### src/rtl/prog_loader_pkg.sv
// Shared types and constants for the program loader and the CPU program memory.
package prog_loader_pkg;

  localparam int unsigned INST_W = 16;
  localparam int unsigned PC_W   = 8;
  localparam int unsigned BYTE_W = 8;

  localparam logic [BYTE_W-1:0] HDR_BYTE = 8'hA5;

  typedef enum logic [2:0] {
    ST_IDLE,
    ST_BASE,
    ST_CNT,
    ST_HI,
    ST_LO,
    ST_CSUM
  } state_e;

  // One program-memory write: word address and instruction word.
  typedef struct packed {
    logic [PC_W-1:0]   addr;
    logic [INST_W-1:0] data;
  } mem_wr_t;

  // Word address for the idx-th word of a frame; wraps at the top of memory.
  function automatic logic [PC_W-1:0] word_addr(input logic [PC_W-1:0] base,
                                                input logic [PC_W-1:0] idx);
    return PC_W'(base + idx);
  endfunction

endpackage

### src/rtl/prog_loader_timer.sv
// Idle-cycle watchdog for the loader. Counts enabled cycles since the last clear and
// raises a one-cycle registered pulse one cycle ahead of the limit, so that the
// consumer acting on it lands its abort exactly TIMEOUT_CYC cycles after the clear.
// TIMEOUT_CYC must be at least 2.
module prog_loader_timer #(
  parameter int unsigned TIMEOUT_CYC = 1000
) (
  input  logic clk,
  input  logic rst_n,
  input  logic clr_i,
  input  logic en_i,
  output logic expired_o
);

  localparam int unsigned CNT_W = $clog2(TIMEOUT_CYC + 1);
  localparam logic [CNT_W-1:0] FIRE_AT = CNT_W'(TIMEOUT_CYC - 2);

  logic [CNT_W-1:0] cnt_q, cnt_d;
  logic             exp_q, exp_d;

  // Next count and early-warning pulse; clear wins over counting.
  always_comb begin
    cnt_d = cnt_q;
    exp_d = 1'b0;
    if (clr_i) begin
      cnt_d = '0;
    end else if (en_i) begin
      cnt_d = CNT_W'(cnt_q + 1'b1);
      exp_d = (cnt_q == FIRE_AT);
    end
  end

  // Counter and pulse registers.
  always_ff @(posedge clk or negedge rst_n) begin
    if (!rst_n) begin
      cnt_q <= '0;
      exp_q <= 1'b0;
    end else begin
      cnt_q <= cnt_d;
      exp_q <= exp_d;
    end
  end

  assign expired_o = exp_q;

endmodule

### src/rtl/prog_loader.sv
// Program loader: parses framed byte stream A5, BASE, CNT, CNT x {HI, LO} [, CSUM]
// and writes 16-bit words into the CPU program memory while stalling the CPU.
// Build option: define PROG_LOADER_CKSUM_EN to expect and verify the trailing CSUM byte
// (8-bit sum of BASE, CNT, data bytes and CSUM must be zero).
module prog_loader
  import prog_loader_pkg::*;
#(
  parameter int unsigned TIMEOUT_CYC = 1000,
  parameter logic        BOOT_HOLD   = 1'b0
) (
  input  logic              clk,
  input  logic              rst_n,
  input  logic              in_valid_i,
  input  logic [BYTE_W-1:0] in_data_i,
  output logic              in_ready_o,
  output logic              mem_we_o,
  output logic [PC_W-1:0]   mem_addr_o,
  output logic [INST_W-1:0] mem_wdata_o,
  output logic              cpu_hold_o,
  output logic              done_o,
  output logic              err_o,
  output logic              last_ok_o
);

  state_e            state_q, state_d;
  logic [PC_W-1:0]   base_q, base_d;
  logic [PC_W-1:0]   num_q, num_d;
  logic [PC_W-1:0]   idx_q, idx_d;
  logic [BYTE_W-1:0] hi_q, hi_d;
  logic [BYTE_W-1:0] sum_q, sum_d;
  mem_wr_t           wr_q, wr_d;
  logic              mem_we_q, mem_we_d;
  logic              in_ready_q;
  logic              hold_q, hold_d;
  logic              done_q, done_d;
  logic              err_q, err_d;
  logic              last_ok_q, last_ok_d;

  logic              accept;
  logic              expired;
  logic              last_word;

  assign accept    = in_valid_i && in_ready_q;
  // CNT=0 encodes 256 words, which falls out of comparing against CNT-1 mod 256.
  assign last_word = (idx_q == PC_W'(num_q - 8'd1));

  // Watchdog restarts on every accepted byte and stays cleared while idle.
  prog_loader_timer #(
    .TIMEOUT_CYC (TIMEOUT_CYC)
  ) u_timer (
    .clk       (clk),
    .rst_n     (rst_n),
    .clr_i     (accept || (state_q == ST_IDLE)),
    .en_i      (1'b1),
    .expired_o (expired)
  );

  // Frame parser: next state, datapath updates and registered output strobes.
  always_comb begin
    state_d   = state_q;
    base_d    = base_q;
    num_d     = num_q;
    idx_d     = idx_q;
    hi_d      = hi_q;
    sum_d     = sum_q;
    wr_d      = wr_q;
    mem_we_d  = 1'b0;
    hold_d    = hold_q;
    done_d    = 1'b0;
    err_d     = 1'b0;
    last_ok_d = last_ok_q;

    if (accept) begin
      case (state_q)
        ST_IDLE: begin
          if (in_data_i == HDR_BYTE) begin
            state_d = ST_BASE;
            hold_d  = 1'b1;
          end
        end
        ST_BASE: begin
          base_d  = in_data_i;
          sum_d   = in_data_i;
          idx_d   = '0;
          state_d = ST_CNT;
        end
        ST_CNT: begin
          num_d   = in_data_i;
          sum_d   = BYTE_W'(sum_q + in_data_i);
          state_d = ST_HI;
        end
        ST_HI: begin
          hi_d    = in_data_i;
          sum_d   = BYTE_W'(sum_q + in_data_i);
          state_d = ST_LO;
        end
        ST_LO: begin
          sum_d     = BYTE_W'(sum_q + in_data_i);
          mem_we_d  = 1'b1;
          wr_d.addr = word_addr(base_q, idx_q);
          wr_d.data = {hi_q, in_data_i};
          if (last_word) begin
`ifdef PROG_LOADER_CKSUM_EN
            state_d   = ST_CSUM;
`else
            state_d   = ST_IDLE;
            done_d    = 1'b1;
            last_ok_d = 1'b1;
            hold_d    = 1'b0;
`endif
          end else begin
            idx_d   = PC_W'(idx_q + 1'b1);
            state_d = ST_HI;
          end
        end
        ST_CSUM: begin
          state_d = ST_IDLE;
          if (BYTE_W'(sum_q + in_data_i) == '0) begin
            done_d    = 1'b1;
            last_ok_d = 1'b1;
            hold_d    = 1'b0;
          end else begin
            err_d     = 1'b1;
            last_ok_d = 1'b0;
          end
        end
        default: begin
          state_d = ST_IDLE;
        end
      endcase
    end else if (expired && (state_q != ST_IDLE)) begin
      // Stalled mid-frame: drop it and keep the CPU held.
      state_d   = ST_IDLE;
      err_d     = 1'b1;
      last_ok_d = 1'b0;
    end
  end

  // State and output registers.
  always_ff @(posedge clk or negedge rst_n) begin
    if (!rst_n) begin
      state_q    <= ST_IDLE;
      base_q     <= '0;
      num_q      <= '0;
      idx_q      <= '0;
      hi_q       <= '0;
      sum_q      <= '0;
      wr_q       <= '0;
      mem_we_q   <= 1'b0;
      in_ready_q <= 1'b0;
      hold_q     <= BOOT_HOLD;
      done_q     <= 1'b0;
      err_q      <= 1'b0;
      last_ok_q  <= 1'b0;
    end else begin
      state_q    <= state_d;
      base_q     <= base_d;
      num_q      <= num_d;
      idx_q      <= idx_d;
      hi_q       <= hi_d;
      sum_q      <= sum_d;
      wr_q       <= wr_d;
      mem_we_q   <= mem_we_d;
      in_ready_q <= 1'b1;
      hold_q     <= hold_d;
      done_q     <= done_d;
      err_q      <= err_d;
      last_ok_q  <= last_ok_d;
    end
  end

  assign in_ready_o  = in_ready_q;
  assign mem_we_o    = mem_we_q;
  assign mem_addr_o  = wr_q.addr;
  assign mem_wdata_o = wr_q.data;
  assign cpu_hold_o  = hold_q;
  assign done_o      = done_q;
  assign err_o       = err_q;
  assign last_ok_o   = last_ok_q;

endmodule

### config.mk
export PLATFORM = sky130hd
export DESIGN_NAME = prog_loader
export DESIGN_NICKNAME = d
export VERILOG_FILES = /design/src/rtl/prog_loader_pkg.sv /design/src/rtl/prog_loader_timer.sv /design/src/rtl/prog_loader.sv
export SDC_FILE = /design/constraint.sdc
export NUM_CORES = 1
export LEC_CHECK = 0
export ABC_AREA = 1
export CAP_MARGIN = 0
export CORE_UTILIZATION = 45
export CTS_BUF_LIST = sky130_fd_sc_hd__clkbuf_8
export DETAILED_ROUTE_END_ITERATION = 8
export MAX_ROUTING_LAYER = met4
export PLACE_DENSITY = 0.68
export RECOVER_POWER = 50
export SYNTH_ARGS = -nofsm -noshare
export SYNTH_HDL_FRONTEND = slang
export SYNTH_SLANG_ARGS = --single-unit
export TNS_END_PERCENT = 50
### constraint.sdc
create_clock -name clk -period 2.75 [get_ports clk]
set_input_delay 0.4125 -clock clk [delete_from_list [all_inputs] [get_ports clk]]
set_output_delay 0.4125 -clock clk [all_outputs]
set_load 0.01 [all_outputs]
# [After elaboration in Yosys (flattened, before gate mapping)]
# Cells that the tools add are included.
# W data, S select, Z words.
[word_totals] output_inout_bits=30 wordCells=84 regBits=84
[classes] reduce_logical=20 mux=28 eq_ne=15 n_addsub=5
[ops] op="$pmux W8 S2" n=2
[ops] op="$add A8 B8 Y8" n=2
[ops] op="$mux W1" n=16
[ops] op="$pmux W3 S5" n=1
[ops] op="$reduce_and A2 Y1" n=6
[ops] op="$add A10 B1 Y10 const B" n=1
[ops] op="$eq A10 B10 Y1 const B" n=1
[ops] op="$mux W10" n=1
[ops] op="$mux W3" n=3
[ops] op="$add A8 B1 Y8 const B" n=1
[ops] op="$eq A8 B8 Y1" n=1
[ops] op="$eq A8 B8 Y1 const B" n=1
[ops] op="$logic_not A8 Y1" n=1
[ops] op="$mux W8" n=1
[ops] op="$sub A8 B1 Y8 const B" n=1
[ops] op="$eq A3 B2 Y1 const B" n=2
[ops] op="$eq A3 B3 Y1 const B" n=2
[ops] op="$ne A2 B2 Y1 const B" n=3
[ops] op="$reduce_and A3 Y1" n=2
[ops] op="$reduce_bool A2 Y1" n=3
[ops] op="$reduce_bool A3 Y1" n=2
[ops] op="$reduce_and A5 Y1" n=1
[ops] op="$pmux W1 S2" n=2
[ops] op="$eq A3 B1 Y1 const B" n=1
[ops] op="10 further kinds" n=11

# [Depth between registers and ports, before layout]
# Gate-level depths: netlist of the first run.
[logic_depth] depth_word=5 mapped_depth=16 depth_no_buf=16

# [Cells and area by module]
# A second synthesis of the first run with hierarchy kept.
[unflattened] cells_unflattened=608 area_unflattened_um2=4742.0
[by_module_without_submodules] mod="prog_loader" n_inst=1 area_each_um2=4115.2 cells_each=528 seq_area_each_um2=1826.8
[by_module_without_submodules] mod="prog_loader_timer" n_inst=1 area_each_um2=626.9 cells_each=80 seq_area_each_um2=275.3

# [Worst setup path before layout of the first run]
# No wires, ideal clock.
[synth_timing] path_kind="input -> register" startpoint="in in_data_i[0]" endpoint="reg hold_q, in the netlist cpu_hold_o" slack_ns=0.612 path_buffers=0 path_stages=13 t_arrival_ns=2.025 required_ns=2.637 path_cell_list="ha_1 > inv_1 > fa_1 > inv_1 > or2_2 > nor2_1 > nand3_1 > nor2_1 > nand2_1 > a21oi_1 > nand3_1 > nand2_1 > inv_1"
[synth_between] elab_chain_len=4 elab_cells_between_ends=6 classes_between="add/sub: 1; eq/ne: 3; reduce/logical: 2"
[synth_lines] item="start, declared" line="prog_loader.sv:14" rtl="input logic [BYTE_W-1:0] in_data_i,"
[synth_lines] item="$add A8 B8 Y8" line="prog_loader.sv:118" rtl="if (BYTE_W'(sum_q + in_data_i) == '0) begin"
[synth_lines] item="$logic_not A8 Y1" line="prog_loader.sv:118"
[synth_lines] item="$ne A2 B2 Y1 (no line)"
[synth_lines] item="$reduce_and A5 Y1 (no line) *"
[synth_lines] item="end signal, assigned" line="prog_loader.sv:165" rtl="hold_q <= hold_d;"
[synth_lines] item="end, declared" line="prog_loader.sv:34" rtl="logic hold_q, hold_d;"
# Mark *: on every way between the ends. The rest lies on a longest branch, timed or not.
# A chain may end at the register's enable or synchronous reset.

# [Worst setup path in the final report of the first run]
# Ends and elaborated chain as after synthesis.

==> results of run 1 <==
[final timing paths]
path / from / depth (start not counted) / slack (ns) / end
max in group asynchronous: rst_n / 2 / 1.00 / base_q[3]$_DFFE_PN0P_
worst max-delay path: in_data_i[0] / 14 / 0.35 / cpu_hold_o$_DFFE_PN0P_
worst min-delay path: rst_n / 1 / 0.31 / mem_wdata_o[6]$_DFFE_PN0P_
min in group clk: u_timer.cnt_q[0]$_DFF_PN0_ / 1 / 0.46 / u_timer.cnt_q[0]$_DFF_PN0_
worst min register to register: u_timer.cnt_q[0]$_DFF_PN0_ / 1 / 0.46 / u_timer.cnt_q[0]$_DFF_PN0_
worst max register to register: sum_q[0]$_DFFE_PN0P_ / 13 / 0.52 / cpu_hold_o$_DFFE_PN0P_
[sequential cells by signal, indices dropped and copies added, names as in the netlist]
signal / count
base_q: 8
cpu_hold_o: 1
done_o: 1
err_o: 1
hi_q: 8
idx_q: 8
in_ready_o: 1
last_ok_o: 1
mem_addr_o: 8
mem_wdata_o: 16
mem_we_o: 1
num_q: 8
state_q: 3
sum_q: 8
u_timer.cnt_q: 10
u_timer.expired_o: 1
[final cells by class]
type | instances | area, sq um | area share [%]
Clock buffer | 9 | 124 | 2.31
Clock inverter | 7 | 82.6 | 1.54
Inverter | 73 | 277 | 5.17
Multi-Input combinational cell | 396 | 2110 | 39.5
Sequential cell | 84 | 2100 | 39.3
Tap cell | 133 | 166 | 3.11
Timing Repair Buffer | 53 | 487 | 9.09
[cells by family (layout without fill, tap and decap cells)]
family / count (synthesis) / count (layout)
XOR/XNOR: 18 / 18
flip-flops: 84 / 84
AND/OR/NAND/NOR: 269 / 269
adder cells (fa/ha/maj): 20 / 20
buffers and inverters: 85 / 142
AO/OA/AOI/OAI: 88 / 88
other: 1 / 1
[placed cells by master, fill, tap and decap left out, drive strengths merged, types with 11 or more instances in the layout]
master / Yosys / final
clkdlybuf4s50: 0 / 38
clkbuf: 4 / 12
inv: 73 / 76
nand2: 178 / 178
nor2: 39 / 39
nand3: 27 / 27
o21ai: 52 / 52
buf: 8 / 11
dfrtp: 84 / 84
a21oi: 17 / 17
ha: 18 / 18
[power groups by stage]
stage          registers [mW]  clock network (mW)  logic [mW]
3_5_place_dp             1.92                   0        2.12
6_report                 1.89               0.937        2.10
5_1_grt                  1.94                1.00        2.42
2_1_floorplan            1.92                   0        1.42
3_3_place_gp             1.91                   0        2.07
4_1_cts                  1.90               0.963        2.13
[critical path: cells and delay by family]
family / cells / cell delay [ns]
AO/OA/AOI/OAI: 1 / 0.17
AND/OR/NAND/NOR: 7 / 0.82
adder cells (fa/ha/maj): 2 / 0.66
buffers and inverters: 4 / 0.62
[per-layer routing]
metal	vias up	wire [microns]	global-route usage, %	part of all wire (%)
met5	-	0	-	0
met4	0	227	9.97	2.3
met3	17	333	2.58	3.3
met2	68	4720	35.2	47
met1	1791	4780	27.8	48
li1	1920	-	-	-
[stage by stage]
| step | power, mW | TNS [ns] | hold WS [ns] |
|---|---|---|---|
| global route | 5.36 | 0 | 0.436 |
| CTS | 4.99 | 0 | 0.0890 |
| global placement | 3.98 | 0 | 0.449 |
| floorplan | 3.35 | 0 | 0.117 |
| detailed placement | 4.04 | -0.0848 | 0.455 |
| finish | 4.93 | 0 | 0.306 |
==> reports/qor.yml, run 1 <==
outcome:
  status: "finished clean"
routing:
  vias: 3796
  dr.pass1.iters: 4
  avgViaCountPerCell: 5.03
  drcViolationCount: 0
  drtIter0Drc: 116
  final_antenna_net_count: 0
  wl_per_cell_microns: 13.3
  drt_wl_total_microns: 10100
setup_path:
  worstPathRequired_ns: 3.02
  arrival_ns: 2.67
  cp_max_fo: 2
  crit_path_frequent_cell: "inv_1"
  crit_chain: "clkdlybuf4s50_1, ha_1, inv_1, fa_1, inv_1, or2_2, nor2_1, nand3_1, nor2_1, nand2_1, a21oi_1, nand3_1, nand2_1, inv_1"
  crit_slowest_cell: "fa_1"
  start_kind: "input port"
  max_stage_delay_ns: 0.49
  end_kind: "flop"
  path_class: "in -> reg"
final_layout:
  stdcell_count: 755
  drive_gt1_share_pct: 9.16
  area_growth_pct: 16.9
  final.fill_count: 975
  fin_util_pct: 54.5
  diodes: 0
  design_area_sq_um: 5350
  fin_nets: 648
sta:
  setup_violations: 0
  drv_slew: 0
  timing.final.crit_share_pct: 87.1
  period_needed_ns: 2.40
  worst_pin_slew_ns: 1.31
  fmaxAchievable_mhz: 417
  rsz0062_at_grt: "no"
  finClkSkew_ns: 0.00958
  fin_ws_ns: 0.355
  final_hold_viol_count: 0
  max_slew_margin_pct: 12.7
synthesis:
  synth_fp_nets: 596
  synth_top_area_share_pct: 45.9
  synth.area.mux_share_pct: 0
  syn_area_sq_um: 4580
  synth_edf_count: 0
  synth.most_common_cell: "nand2_1"
  synthAdderAreaFrac_pct: 5.79
  synth-compound-area-share_pct: 11.3
  synth_top_family_by_area: "simple AND/OR/NAND/NOR gates"
  ys.flop_type: "dfrtp_1"
  ys_async_sr_fraction_pct: 100
  synthTopCellsByCount: "173 x nand2_1, 84 x dfrtp_1, 66 x inv_1"
  synth_simple_gate_area_share_pct: 25.7
  ys_ff_latch: 84
  yosys_warnings: 0
  synth-xor-area-share_pct: 3.44
  yosysSeqAreaShare_pct: 45.9
  synthTopCellsByArea: "dfrtp_1 46%, nand2_1 14%, inv_1 5.4%"
  avgSynthCellArea_sq_um: 8.11
  yosysTopAreaCell: "dfrtp_1"
  netlist-cell-type-count: 41
  synthCells: 565
power_and_ir_drop:
  p_seq_share_pct: 38.4
  power_switching_mw: 1.98
  vdd_drop_max_mv: 0.387
  switching_share_pct: 40.1
  combPwrFrac_pct: 42.6
  power.internal_mw: 2.96
  clkPwrFrac_pct: 19.0
  leakagePower_nw: 2.59
  power_density_nw_per_um2: 921
cts:
  worstSkewPairLatency_ns: 0.37
  cts.hold.buffers_added: 0
  cts_root_buffer: "clkbuf_8"
  cts_setup_buffers: 0
  cts_buffers: 9
  cts_resized: 0
  cts_tree: "yes"
  htree_levels: 3
  clockBufferDepth: 2
  clk_pin_slew_ns: 0.09
  cts.sinks: 84
floorplan:
  top_level_ports: 41
  dieArea_sq_um: 10600
  initial_core_util_pct: 46.6
  die_y_microns: 103
  die_w_microns: 103
  core-area_sq_um: 9820
  fp-row-count: 36
global_route:
  grt_pass1_vias: 3667
  grt_max_degree: 54
  grt_pass1_wl_microns: 17000
  grt_overflow: 0
  grtUsageTotal_pct: 21.9
  antenna_found_initial: 0
run:
  maxCapViolations: 0
placement:
  pre_cts_ws_ns: -0.0611
  dp_hpwl_microns: 7440
  portBuffers: 40
  dpl_cell_area_sq_um: 5170
  dp.cells: 739
  place.gp.congestion: 0.887
hold_path:
  hp-class: "in -> async"
(Power assumes the default switching activity.)
==> inputs of run 2 (changes only) <==
--- a/config.mk
+++ b/config.mk
@@ -7,11 +7,13 @@
 export LEC_CHECK = 0
 export ABC_AREA = 1
 export CAP_MARGIN = 0
+export CELL_PAD_IN_SITES_DETAIL_PLACEMENT = 1
+export CELL_PAD_IN_SITES_GLOBAL_PLACEMENT = 1
 export CORE_UTILIZATION = 45
 export CTS_BUF_LIST = sky130_fd_sc_hd__clkbuf_8
 export DETAILED_ROUTE_END_ITERATION = 8
 export MAX_ROUTING_LAYER = met4
-export PLACE_DENSITY = 0.68
+export PLACE_DENSITY = 0.85
 export RECOVER_POWER = 50
 export SYNTH_ARGS = -nofsm -noshare
 export SYNTH_HDL_FRONTEND = slang
==> constraint.sdc (replaced) <==
create_clock -name clk -period 2.75 [get_ports clk]
set_input_delay 0.4125 -clock clk [delete_from_list [all_inputs] [get_ports clk]]
set_output_delay 0.4125 -clock clk [all_outputs]
set_load 0.02 [all_outputs]
==> run 2 against run 1 <==
  * Worst setup slack worse by 0.047 ns
  * Final cell count is the same
  * Count of clock-buffer cells in the layout is 1 higher
  * Clock power up 0.4%
  * Clock skew grew 0.0054 ns
  * First-iteration DRC count grew 11%
  * Total power increased by 5.7%
  * Via count is 2.7% higher
  * Critical path depth is the same
  * Combinational power grew 11%
  * Largest power group unchanged
==> reports/qor.yml, run 2 (synthesis gave the netlist of run 1 again) <==
outcome:
  status: "finished clean"
final_layout:
  final_common_cell: "nand2_1"
  area_growth_pct: 16.9  # about the same
  diodes: 0  # unchanged
  drive_gt1_share_pct: 9.00  # -0.16 points
  layout_common_cells: "174 x nand2_1, 84 x dfrtp_1, 66 x inv_1, 39 x o21ai_0, 39 x clkdlybuf4s50_1"
  fin_nets: 648  # unchanged
  final.fill_count: 1248  # +28%
  largest_reg_flops: 16  # unchanged
sta:
  fmaxAchievable_mhz: 409  # -1.9%
  fin_ws_ns: 0.308  # -0.0470 ns
  max_slew_margin_pct: 9.07  # -3.6 points
  timing.final.crit_share_pct: 88.8  # +1.7 points
  rsz0062_at_grt: "no"
  worst_pin_slew_ns: 1.36  # +0.0546 ns
  final_hold_viol_count: 0  # unchanged
  finClkSkew_ns: 0.0150  # +0.00542 ns
  setup_violations: 0  # unchanged
  period_needed_ns: 2.44  # +0.0470 ns
  drv_slew: 0  # unchanged
global_route:
  grtUsageTotal_pct: 26.6  # +4.7 points
  grt_pass1_wl_microns: 20700  # +21%
  grt_overflow: 0  # unchanged
  grt_max_degree: 56  # +3.7%
  antenna_found_initial: 0  # unchanged
  grt_pass1_vias: 4213  # +15%
power_and_ir_drop:
  combPwrFrac_pct: 44.8  # +2.2 points
  power.internal_mw: 2.98  # +0.89%
  power_density_nw_per_um2: 973  # +5.6%
  switching_share_pct: 42.8  # +2.7 points
  power_switching_mw: 2.23  # +13%
  vdd_drop_max_mv: 0.412  # +6.4%
  clkPwrFrac_pct: 18.0  # -1.0 points
  p_seq_share_pct: 37.2  # -1.2 points
  p_total_mw: 5.21  # +5.7%
  leakagePower_nw: 2.58  # -0.12%
setup_path:
  r2r.worst_path.cells: 13  # unchanged
  r2r-end: "cpu_hold_o$_DFFE_PN0P_"
  cp_max_fo: 2  # unchanged
  end_kind: "flop"
  arrival_ns: 2.71  # +0.04 ns
  start_kind: "input port"
  path_class: "in -> reg"
  reg2reg_from: "sum_q[0]$_DFFE_PN0P_"
  worstPathRequired_ns: 3.02  # about the same
  ff2ff_setup_slack_ns: 0.45  # -0.07 ns
floorplan:
  top_level_ports: 41  # unchanged
  die_w_microns: 103  # unchanged
  dieArea_sq_um: 10600  # unchanged
  core-area_sq_um: 9820  # unchanged
  die_y_microns: 103  # unchanged
  initial_core_util_pct: 46.6  # unchanged
  fp-row-count: 36  # unchanged
routing:
  drcViolationCount: 0  # unchanged
  drt_wl_total_microns: 12300  # +22%
  avgViaCountPerCell: 5.16  # +2.7%
  final_antenna_net_count: 0  # unchanged
  wl_per_cell_microns: 16.3  # +22%
  dr.pass1.iters: 4  # unchanged
  vias: 3897  # +2.7%
  drtIter0Drc: 129  # +11%
cts:
  worstSkewPairLatency_ns: 0.37  # about the same
  clk_pin_slew_ns: 0.10  # about the same
  cts.hold.buffers_added: 0  # unchanged
  cts_setup_buffers: 0  # unchanged
  clockBufferDepth: 2  # unchanged
  cts_buffers: 9  # unchanged
  cts.sinks: 84  # unchanged
  cts_resized: 0  # unchanged
  cts_tree: "yes"
  htree_levels: 3  # unchanged
  cts_root_buffer: "clkbuf_8"
placement:
  pre_cts_ws_ns: -0.0640  # -0.00297 ns
  dp_hpwl_microns: 9300  # +25%
  place.gp.congestion: 0.899  # +1.3%
  portBuffers: 40  # unchanged
hold_path:
  hp-class: "in -> async"
run:
  maxCapViolations: 0  # unchanged
## run 2: final cells by class
cell class | count | area (sq um) | share of cell area [%]
timing repair buffer | 53 | 487 | 9.09
tap | 133 | 166 | 3.11
sequential | 84 | 2100 | 39.3
multi-input combinational | 396 | 2110 | 39.5
clock buffer | 10 | 138 | 2.57
clock inverter | 6 | 71.3 | 1.33
inverter | 73 | 277 | 5.16
## run 2: how the worst max path moves through the flow
stage	start	endpoint	slack (ns)
CTS	in_data_i[0]	cpu_hold_o$_DFFE_PN0P_	0.33
detailed placement	in_data_i[0]	cpu_hold_o$_DFFE_PN0P_	-0.06
floorplan	in_data_i[0]	cpu_hold_o$_DFFE_PN0P_	0.61
finish	in_data_i[0]	cpu_hold_o$_DFFE_PN0P_	0.31
global route	in_data_i[0]	cpu_hold_o$_DFFE_PN0P_	0.11
global placement	in_data_i[0]	cpu_hold_o$_DFFE_PN0P_	0.03
## run 2: layer usage
layer | vias up | share of wire [%] | global-route usage, % | routed length, microns
li1 | 1917 | - | - | -
met1 | 1922 | 45 | 32.4 | 5500
met2 | 41 | 52 | 45.7 | 6360
met3 | 17 | 1.9 | 3.93 | 235
met4 | 0 | 1.5 | 7.69 | 183
met5 | - | 0 | - | 0
## run 2: power by group through the flow
| stage | clock, mW | combinational (mW) | sequential, mW |
|---|---|---|---|
| after floorplan | 0 | 1.42 | 2.02 |
| after global placement | 0 | 2.19 | 1.92 |
| after detailed placement | 0 | 2.32 | 1.96 |
| after CTS | 0.963 | 2.36 | 1.94 |
| after global routing | 0.994 | 2.63 | 1.98 |
| final | 0.941 | 2.33 | 1.94 |
## run 2: worst max-delay path: stages
cell and delay [ns]:
clkdlybuf4s50_1 0.48, ha_1 0.19, inv_1 0.06, fa_1 0.47, inv_1 0.05, or2_2 0.26, nor2_1 0.12, nand3_1 0.10
nor2_1 0.09, nand2_1 0.08, a21oi_1 0.18, nand3_1 0.10, nand2_1 0.08, inv_1 0.04
## run 2: stage by stage
stage / cell area (sq um) / util, % / std cells / TNS (ns) / hold WS (ns)
finish: 5360 / 54.5 / 755 / 0 / 0.340
global route: 5360 / 54.5 / 755 / 0 / 0.471
CTS: 5380 / 54.8 / 755 / 0 / 0.0985
detailed placement: 5170 / 52.7 / 739 / -0.107 / 0.457
global placement: 5170 / 52.7 / 739 / 0 / 0.447
floorplan: 4580 / - / 565 / 0 / 0.117
